<file path="config.mk">
export PLATFORM = sky130hd
export DESIGN_NAME = alu_sequencer
export DESIGN_NICKNAME = d
export VERILOG_FILES = /design/src/rtl/riscm_pkg.sv /design/src/rtl/instr_decoder.sv /design/src/rtl/alu_sequencer.sv
export SDC_FILE = /design/constraint.sdc
export NUM_CORES = 1
export LEC_CHECK = 0
export CAP_MARGIN = 20
export CORE_MARGIN = 2
export CORE_UTILIZATION = 43
export CTS_BUF_LIST = sky130_fd_sc_hd__clkbuf_8
export DETAILED_ROUTE_END_ITERATION = 8
export PLACE_DENSITY = 0.89
export SLEW_MARGIN = 20
export SYNTH_ARGS = -nofsm -noshare
export SYNTH_HDL_FRONTEND = slang
export SYNTH_SLANG_ARGS = --single-unit
</file>
<file path="constraint.sdc">
create_clock -name clk -period 1.7 [get_ports clk]
set_input_delay 0.34 -clock clk [delete_from_list [all_inputs] [get_ports clk]]
set_output_delay 0.34 -clock clk [all_outputs]
set_load 0.05 [all_outputs]
</file>
<file path="src/rtl/riscm_pkg.sv">
// Shared types and encodings for the RISC-machine instruction sequencer.
package riscm_pkg;

   localparam int unsigned INSTR_W  = 16;
   localparam int unsigned DATA_W   = 16;
   localparam int unsigned REG_W    = 3;
   localparam int unsigned OPCODE_W = 3;
   localparam int unsigned OP_W     = 2;
   localparam int unsigned SHIFT_W  = 2;
   localparam int unsigned IMM8_W   = 8;

   // Sequencer states
   typedef enum logic [2:0] {
      WAIT      = 3'd0,
      DECODE    = 3'd1,
      GET_A     = 3'd2,
      GET_B     = 3'd3,
      EXEC      = 3'd4,
      WRITE_RD  = 3'd5,
      WRITE_IMM = 3'd6
   } state_t;

   // Opcode and op-field constants
   localparam logic [OPCODE_W-1:0] OPC_ALU    = 3'b101;
   localparam logic [OPCODE_W-1:0] OPC_MOV    = 3'b110;
   localparam logic [OP_W-1:0]     OP_MOV_REG = 2'b00;
   localparam logic [OP_W-1:0]     OP_MOV_IMM = 2'b10;
   localparam logic [OP_W-1:0]     OP_ADD     = 2'b00;
   localparam logic [OP_W-1:0]     OP_CMP     = 2'b01;
   localparam logic [OP_W-1:0]     OP_AND     = 2'b10;
   localparam logic [OP_W-1:0]     OP_MVN     = 2'b11;

   // ALU operation encoding driven on ALUop
   typedef enum logic [1:0] {
      ALU_ADD  = 2'b00,
      ALU_SUB  = 2'b01,
      ALU_AND  = 2'b10,
      ALU_NOTB = 2'b11
   } aluop_t;

   // Write-back source select
   typedef enum logic [1:0] {
      VSEL_C   = 2'b00,
      VSEL_IMM = 2'b01
   } vsel_t;

   // Instruction classes that steer the sequencer out of DECODE
   typedef enum logic [2:0] {
      CLS_ILLEGAL = 3'd0,
      CLS_MOV_IMM = 3'd1,
      CLS_MOV_REG = 3'd2,
      CLS_MVN     = 3'd3,
      CLS_ALU     = 3'd4,
      CLS_CMP     = 3'd5
   } iclass_t;

   // Fields extracted from an instruction word
   typedef struct packed {
      logic [OPCODE_W-1:0] opcode;
      logic [OP_W-1:0]     op;
      logic [REG_W-1:0]    rn;
      logic [REG_W-1:0]    rd;
      logic [SHIFT_W-1:0]  shift;
      logic [REG_W-1:0]    rm;
      logic [DATA_W-1:0]   sximm8;
   } fields_t;

   // Datapath control bundle produced each cycle
   typedef struct packed {
      logic             w;
      logic [REG_W-1:0] readnum;
      logic [REG_W-1:0] writenum;
      logic             write;
      vsel_t            vsel;
      logic             loada;
      logic             loadb;
      logic             loadc;
      logic             loads;
      logic             asel;
      aluop_t           aluop;
      logic             err;
   } ctrl_t;

   // Map opcode/op onto an instruction class
   function automatic iclass_t classify(input logic [OPCODE_W-1:0] opcode,
                                        input logic [OP_W-1:0] op);
      iclass_t cls;
      cls = CLS_ILLEGAL;
      if (opcode == OPC_MOV) begin
         if (op == OP_MOV_IMM)      cls = CLS_MOV_IMM;
         else if (op == OP_MOV_REG) cls = CLS_MOV_REG;
      end else if (opcode == OPC_ALU) begin
         if (op == OP_ADD || op == OP_AND) cls = CLS_ALU;
         else if (op == OP_CMP)            cls = CLS_CMP;
         else if (op == OP_MVN)            cls = CLS_MVN;
      end
      return cls;
   endfunction

   // Control values while idle: ready, everything else off
   function automatic ctrl_t idle_ctrl();
      ctrl_t c;
      c   = '0;
      c.w = 1'b1;
      return c;
   endfunction

endpackage

</file>
<file path="src/rtl/instr_decoder.sv">
// Combinational field extraction and imm8 sign extension.
module instr_decoder
   import riscm_pkg::*;
(
   input  logic [INSTR_W-1:0] instr,
   output fields_t            fields
);

   // Slice the fixed 16-bit format and sign-extend imm8
   always_comb begin
      fields        = '0;
      fields.opcode = instr[15:13];
      fields.op     = instr[12:11];
      fields.rn     = instr[10:8];
      fields.rd     = instr[7:5];
      fields.shift  = instr[4:3];
      fields.rm     = instr[2:0];
      fields.sximm8 = {{(DATA_W-IMM8_W){instr[IMM8_W-1]}}, instr[IMM8_W-1:0]};
   end

endmodule

</file>
<file path="src/rtl/alu_sequencer.sv">
// Instruction sequencer: holds the IR, steps the FSM and drives datapath controls.
// Controls are computed from the next state/IR and registered, so they read as
// pure Moore outputs of the current state and IR.
module alu_sequencer
   import riscm_pkg::*;
(
   input  logic                clk,
   input  logic                reset_n,
   input  logic                s,
   input  logic [INSTR_W-1:0]  instr,
   output logic                w,
   output logic [REG_W-1:0]    readnum,
   output logic [REG_W-1:0]    writenum,
   output logic                write,
   output logic [1:0]          vsel,
   output logic                loada,
   output logic                loadb,
   output logic                loadc,
   output logic                loads,
   output logic                asel,
   output logic [1:0]          ALUop,
   output logic [SHIFT_W-1:0]  shift,
   output logic [DATA_W-1:0]   sximm8,
   output logic                err
);

   state_t               state, state_next;
   logic [INSTR_W-1:0]   ir, ir_next;
   fields_t              fields;
   iclass_t              cls;
   ctrl_t                ctrl_next, ctrl_q;
   logic [SHIFT_W-1:0]   shift_q;
   logic [DATA_W-1:0]    sximm8_q;

   // Fields of the IR as it will be after this edge (equal to the IR outside WAIT)
   instr_decoder u_dec (
      .instr  (ir_next),
      .fields (fields)
   );

   assign cls = classify(fields.opcode, fields.op);

   // IR capture: only a start in WAIT loads a new instruction
   always_comb begin
      ir_next = ir;
      if (state == WAIT && s) ir_next = instr;
   end

   // Next-state logic
   always_comb begin
      state_next = state;
      case (state)
         WAIT:      if (s) state_next = DECODE;
         DECODE: begin
            case (cls)
               CLS_MOV_IMM:          state_next = WRITE_IMM;
               CLS_MOV_REG, CLS_MVN: state_next = GET_B;
               CLS_ALU, CLS_CMP:     state_next = GET_A;
               default:              state_next = WAIT;
            endcase
         end
         GET_A:     state_next = GET_B;
         GET_B:     state_next = EXEC;
         EXEC:      state_next = (cls == CLS_CMP) ? WAIT : WRITE_RD;
         WRITE_RD:  state_next = WAIT;
         WRITE_IMM: state_next = WAIT;
         default:   state_next = WAIT;
      endcase
   end

   // Control decode for the state about to be entered
   always_comb begin
      ctrl_next = '0;
      case (state_next)
         WAIT:   ctrl_next.w = 1'b1;
         DECODE: ctrl_next.err = (cls == CLS_ILLEGAL);
         GET_A: begin
            ctrl_next.readnum = fields.rn;
            ctrl_next.loada   = 1'b1;
         end
         GET_B: begin
            ctrl_next.readnum = fields.rm;
            ctrl_next.loadb   = 1'b1;
         end
         EXEC: begin
            ctrl_next.loadc = (cls != CLS_CMP);
            ctrl_next.loads = (cls == CLS_CMP);
            ctrl_next.asel  = (cls == CLS_MOV_REG);
            ctrl_next.aluop = (cls == CLS_MOV_REG) ? ALU_ADD : aluop_t'(fields.op);
         end
         WRITE_RD: begin
            ctrl_next.writenum = fields.rd;
            ctrl_next.vsel     = VSEL_C;
            ctrl_next.write    = 1'b1;
         end
         WRITE_IMM: begin
            ctrl_next.writenum = fields.rn;
            ctrl_next.vsel     = VSEL_IMM;
            ctrl_next.write    = 1'b1;
         end
         default: ctrl_next = '0;
      endcase
   end

   // State, IR and registered outputs; reset aborts any instruction in flight
   always_ff @(posedge clk) begin
      if (!reset_n) begin
         state    <= WAIT;
         ir       <= '0;
         ctrl_q   <= idle_ctrl();
         shift_q  <= '0;
         sximm8_q <= '0;
      end else begin
         state    <= state_next;
         ir       <= ir_next;
         ctrl_q   <= ctrl_next;
         shift_q  <= fields.shift;
         sximm8_q <= fields.sximm8;
      end
   end

   assign w        = ctrl_q.w;
   assign readnum  = ctrl_q.readnum;
   assign writenum = ctrl_q.writenum;
   assign write    = ctrl_q.write;
   assign vsel     = ctrl_q.vsel;
   assign loada    = ctrl_q.loada;
   assign loadb    = ctrl_q.loadb;
   assign loadc    = ctrl_q.loadc;
   assign loads    = ctrl_q.loads;
   assign asel     = ctrl_q.asel;
   assign ALUop    = ctrl_q.aluop;
   assign err      = ctrl_q.err;
   assign shift    = shift_q;
   assign sximm8   = sximm8_q;

endmodule

</file>
-- Word-level counts from Yosys, hierarchy flattened
Index checks and enable logic that the tools add are counted.
- bits in registers: 47
- input bits: 19
- output and inout bits: 36
- logic and storage cells: 67
- equal/unequal tests: 21
- multiplexer cells: 17
- bitwise operators: 2
- reductions and logical operators: 11
- operators with widths (kind ; count):
    3-bit == test, second input constant ; 8
    3-bit by 2-bit == test with 1-bit output, second input constant ; 6
    3-bit 2-to-1 mux ; 6
    16-bit 2-to-1 mux ; 1
    3-bit case mux with 5 select lines ; 1
    6-bit case mux with 2 select lines ; 1
    3-bit by 1-bit == test with 1-bit output, second input constant ; 3
    3-bit zero test ; 3
    3-bit case mux with 3 select lines ; 1
    2-bit 2-to-1 mux ; 3
    3-bit case mux with 2 select lines ; 1
    2-bit == test, second input constant ; 2
    2-bit AND reduction ; 2
    2-bit OR reduction ; 2
    1-bit 2-to-1 mux ; 3
    3-bit != test, second input constant ; 1
    3-bit OR reduction ; 1
    2-bit by 1-bit == test with 1-bit output, second input constant ; 1
    2-bit zero test ; 1
    1-bit inverter ; 2
    1-bit logical AND ; 1
    1-bit logical OR ; 1

-- Depth between registers and ports, before layout
- depth in word-level cells: 16
- mapped depth: 6
- mapped depth without buffers: 4

-- By module
Synthesis repeated with hierarchy kept, for this count alone.
- cell total of the unflattened synthesis: 208
- area total of the unflattened synthesis: 2228.4 um^2
- modules (own cells, without submodules) (module ; instances ; cells an instance ; area an instance (um^2) ; seq. area each (um^2)):
    alu_sequencer ; 1 ; 176 ; 1988.2 ; 1081.0
    instr_decoder ; 1 ; 32 ; 240.2 ; 0.0

-- Worst setup path before layout
OpenSTA, ideal clock, no wires.
- path type: reg-to-reg
- start point: reg state[1]
- end point: reg ir[2]
- setup time: 113 ps
- data arrival time: 1528 ps
- data required time: 1587 ps
- setup slack: 59 ps
- cell stages (with the launch flop): 6
- buffers on the path: 2
- period minus slack after synthesis: 1641 ps
- path through: dfxtp_1 > buf_6 > or4b_4 > buf_6 > mux2_4 > and2_4
- longest elaborated chain between the ends: 3
- RTL lines (element ; RTL line ; source):
    from (decl) ; alu_sequencer.sv:27 ; state_t state, state_next;
    from (signal assigned) ; alu_sequencer.sv:114 ; state <= state_next;
    3-bit zero test ; alu_sequencer.sv:46 ; if (state == WAIT && s) ir_next = instr;
    1-bit logical AND ; alu_sequencer.sv:46 ;
    16-bit 2-to-1 mux ; alu_sequencer.sv:46 ;
    to (signal assigned) ; alu_sequencer.sv:115 ; ir <= ir_next;
    to (decl) ; alu_sequencer.sv:28 ; logic [INSTR_W-1:0] ir, ir_next;
No other way between the ends.
A chain may end at the register's enable or synchronous reset.

-- Final worst setup path
- start point: reg state[1]
- end point: reg ctrl_q, in the netlist ALUop[0]
- longest elaborated chain between the ends: 16
- elaborated cells between the ends (all ways): 35
- those cells by class: eq/ne (15); mux (12); bitwise (1); reduce/logical (7)
- RTL lines (element ; RTL line ; source):
    3-bit zero test ; alu_sequencer.sv:46, alu_sequencer.sv:52 ;
    1-bit logical AND ; alu_sequencer.sv:46 ;
    16-bit 2-to-1 mux ; alu_sequencer.sv:46 ;
    2-bit == test ; riscm_pkg.sv:95 ; else if (op == OP_MVN) cls = CLS_MVN;
    2-bit 2-to-1 mux ; riscm_pkg.sv:95 ;
    3-bit 2-to-1 mux ; riscm_pkg.sv:94 ; else if (op == OP_CMP) cls = CLS_CMP;
    3-bit 2-to-1 mux ; riscm_pkg.sv:93 ; if (op == OP_ADD || op == OP_AND) cls = CLS_ALU;
    3-bit 2-to-1 mux ; riscm_pkg.sv:92 ; end else if (opcode == OPC_ALU) begin
    3-bit 2-to-1 mux ; riscm_pkg.sv:89 ; if (opcode == OPC_MOV) begin
    3-bit == test, or another cell as far along ; alu_sequencer.sv:55, alu_sequencer.sv:64 ;
    2-bit OR reduction ; alu_sequencer.sv:55 ; case (cls)
    3-bit case mux with 3 select lines ; alu_sequencer.sv:55 ;
    3-bit case mux with 5 select lines ; alu_sequencer.sv:52 ; case (state)
    3-bit == test ; alu_sequencer.sv:74 ; case (state_next)
    1-bit inverter (no source line) ; n/a ;
    3-bit OR reduction (no source line) ; n/a ;
    to (signal assigned) ; alu_sequencer.sv:110 ; ctrl_q <= idle_ctrl();
    to (signal assigned) ; alu_sequencer.sv:116 ; ctrl_q <= ctrl_next;
    to (decl) ; alu_sequencer.sv:31 ; ctrl_t ctrl_next, ctrl_q;
Several ways; a longest one is shown, not always the timed one.

==> run metrics <==
Worst Path Required 1.91 ns; depth of the worst hold-timing path 2; Total Routing Usage GR 0.180; total of warnings raised by yosys 0; Routed Antenna Nets 0; critical path class register to register; detailed-router iteration count before antenna repair 4; Critical Path Start Type register; Peak Freq 0.612 GHz; maximum resistive drop on vdd 0.000467 V; FFs w/ async S/R, synth 0; sink count of the clock tree 36; instance count of the mapped netlist 188; cell area reported after detailed placement 2290 um2; Fin. Hold Viols 0; Final setup violation count 0; arrival time of data at the critical path endpoint 1.84 ns; number of top-level design ports 55; Synth Area per Inst 9.22 um2; Seq/Total Area, Yosys 0.416; post-synthesis cell type count 46; clock-pin slew reported for the worst setup and hold paths after clock tree synthesis 0.07 ns; min cycle time layout 1.63 ns; Slowest Stage Delay on Critical Path 0.61 ns; global-route wire length before repair 6090 um; placeable core region between 3000 and 4000 um2; CP Cell Sequence or4b_4 -> buf_4 -> mux2i_1 -> nor3_2; Post-Route Skew 0.00464 ns; routed via count 1532; post-synthesis mux area share 0.0375; post-synthesis to final-layout area growth 42.2%; top fanout value on the critical path 9; final cell count without fillers 295; standard cell with the maximum stage delay on the critical path sky130_fd_sc_hd__or4b_4; most common cell after layout, fill and taps aside sky130_fd_sc_hd__buf_4; number of cells on the critical path 4; die extent in x around 67 um; total of flip-flops plus latches after synthesis 36; Port Buf Inserts 53; max-capacitance violation count 0; final net count approximately 260; antenna violations before repair 0; Power Density around 840 nW/um2; crit path capture type register; average wire per standard cell 13.3 um; Clk Latency, worst-skew pair 0.29 ns; Initial Utilization 0.440; count of flip-flops with a built-in enable after synthesis 0; number of max-slew violations in the final report 0; final antenna diode count 0; classification of the worst-slack hold path register to register; setup TNS 0 ns; die footprint ~4600 um2; Final Cell Area 2460 um2; Routability Congestion 0.886; Root Buffer sky130_fd_sc_hd__clkbuf_8; run status finished clean; post-synth net total 207; share of the clock period used by the worst path after layout 0.961; Post-Route WL about 3900 um; unrepaired setup endpoints after global routing no; y dimension of the die 67.5 um; maximum clock insertion buffer count 2; Total Power around 2100 uW; clock tree from TritonCTS built; cell depth of the worst flop-to-flop path 4; Synth Area in XOR/XNOR 0; standard-cell row count 23; synthesized-area fraction occupied by ao, oa, aoi and oai cells 0.194; routed via count divided by cell count 5.19; main flop type after synthesis sky130_fd_sc_hd__dfxtp_1; proportion of layout cells with a drive suffix above 1 0.331; CTS Buf Count 5; top library cells by usage in the layout, fill and taps aside sky130_fd_sc_hd__buf_4, sky130_fd_sc_hd__dfxtp_1, sky130_fd_sc_hd__nand2_1; leakage power summed over all cells about 0.0010 uW; post-route core utilization 0.625; Filler Cell Count ~330; Remaining DRCs 0; fraction of the mapped netlist area in simple logic gates 0.225; adder and majority cell fraction of the synthesized area 0; buffers plus inverters on the worst setup path 1; Top Family by Delay on Critical Path simple AND/OR/NAND/NOR gates; largest net degree at the start of global routing 12; combinational family with the most area after synthesis simple AND/OR/NAND/NOR gates; Detail Placement HPWL 2910 um; vias in the first global route 1390; Congestion Overflow GR 0; deepest level of the CTS H-tree 2; count of hold buffers inserted by post-cts repair 0; cell area after synthesis 1730 um2; Iteration-0 DRC Markers 57; Cell Count Post-Placement 284
[state kept, by name, summed over array words and instances, names as in the netlist]
signal and cells:
ir 16, readnum 3, state 3, writenum 3, ALUop 2, asel 1
err 1, loada 1, loadb 1, loadc 1, loads 1, vsel 1
w 1, write 1
[kinds of logic (layout without fill, tap and decap cells)]
family	count (synthesis)	count (layout)
other	1	1
flip-flops	36	36
buffers and inverters	31	88
AO/OA/AOI/OAI	46	46
multiplexers	6	6
AND/OR/NAND/NOR	68	68
[layer usage]
metal / share of wire / GRT usage / up-vias
li1: - / - / 759
met5: 0 / 0 / -
met1: 0.43 / 0.213 / 717
met3: 0.059 / 0.0533 / 5
met4: 0.017 / 0.0842 / 0
met2: 0.49 / 0.299 / 51
[area by class of cell]
cell class,count,area [um2],area share
Timing Repair Buffer,75,731,0.297
Multi-Input combinational cell,121,822,0.334
Inverter,5,18.8,0.00762
Clock buffer,5,68.8,0.0279
Clock inverter,3,38.8,0.0157
Sequential cell,36,722,0.293
Tap cell,50,62.6,0.0254
[final timing paths]
path / startpoint / end / slack [ns]
setup / recovery: state[1] / ALUop[0] / 0.07
hold / removal: ir[4] / ir[4] / 0.48
setup reg to reg: state[1] / ALUop[0] / 0.07
hold reg to reg: ir[4] / ir[4] / 0.48
[worst register-to-register path: cells and delay by family, from the launching register on]
kind                   cells  cell delay [ns]
AND/OR/NAND/NOR            2             0.82
multiplexers               1             0.15
flip-flops                 1             0.41
buffers and inverters      1             0.19
[metrics by stage]
stage	worst slack, ns	hold WS (ns)
6_report	0.0670	0.480
5_1_grt	0.00870	0.501
4_1_cts	0.0100	0.480
3_5_place_dp	-0.296	0.470
3_3_place_gp	-0.281	0.465
2_1_floorplan	0.0593	0.450
[synth_stat cells (2+ instances only)]
cell / count / area [um2]
sky130_fd_sc_hd__a211o_1: 3 / 26.3
sky130_fd_sc_hd__a21o_1: 4 / 30.0
sky130_fd_sc_hd__a21oi_1: 13 / 65.1
sky130_fd_sc_hd__buf_4: 21 / 158
sky130_fd_sc_hd__buf_6: 3 / 33.8
sky130_fd_sc_hd__dfxtp_1: 36 / 721
sky130_fd_sc_hd__inv_1: 4 / 15.0
sky130_fd_sc_hd__mux2i_1: 5 / 50.1
sky130_fd_sc_hd__nand2_1: 25 / 93.8
sky130_fd_sc_hd__nand3b_1: 2 / 15.0
sky130_fd_sc_hd__nand4_1: 3 / 18.8
sky130_fd_sc_hd__nor2_1: 14 / 52.6
sky130_fd_sc_hd__nor2b_1: 4 / 25.0
sky130_fd_sc_hd__nor3_1: 3 / 15.0
sky130_fd_sc_hd__nor3b_1: 2 / 15.0
sky130_fd_sc_hd__o2111ai_1: 3 / 26.3
sky130_fd_sc_hd__o211ai_1: 4 / 30.0
sky130_fd_sc_hd__o21ai_0: 5 / 25.0
sky130_fd_sc_hd__o22ai_1: 4 / 25.0
sky130_fd_sc_hd__o31ai_1: 2 / 15.0
sky130_fd_sc_hd__or3_1: 2 / 12.5
sky130_fd_sc_hd__or4b_4: 2 / 27.5
[power breakdown]
part / leakage (uW) / internal, uW / switching [uW]
Combinational: 0.000691 / 199 / 241
Clock: 0.0000593 / 429 / 298
Sequential: 0.000294 / 873 / 21.3
Total: 0.00104 / 1500 / 561
[what timing repair did]
| action | 4_1_cts | 5_1_grt |
|---|---|---|
| endpoints found under the hold margin | 0 | 0 |
| setup endpoints to repair | 1 | 18 |
| pin swaps | 0 | 2 |
| setup buffers | 0 | 3 |
| resized for setup | 1 | 8 |
Note: power is estimated with default switching activity, not from simulation.
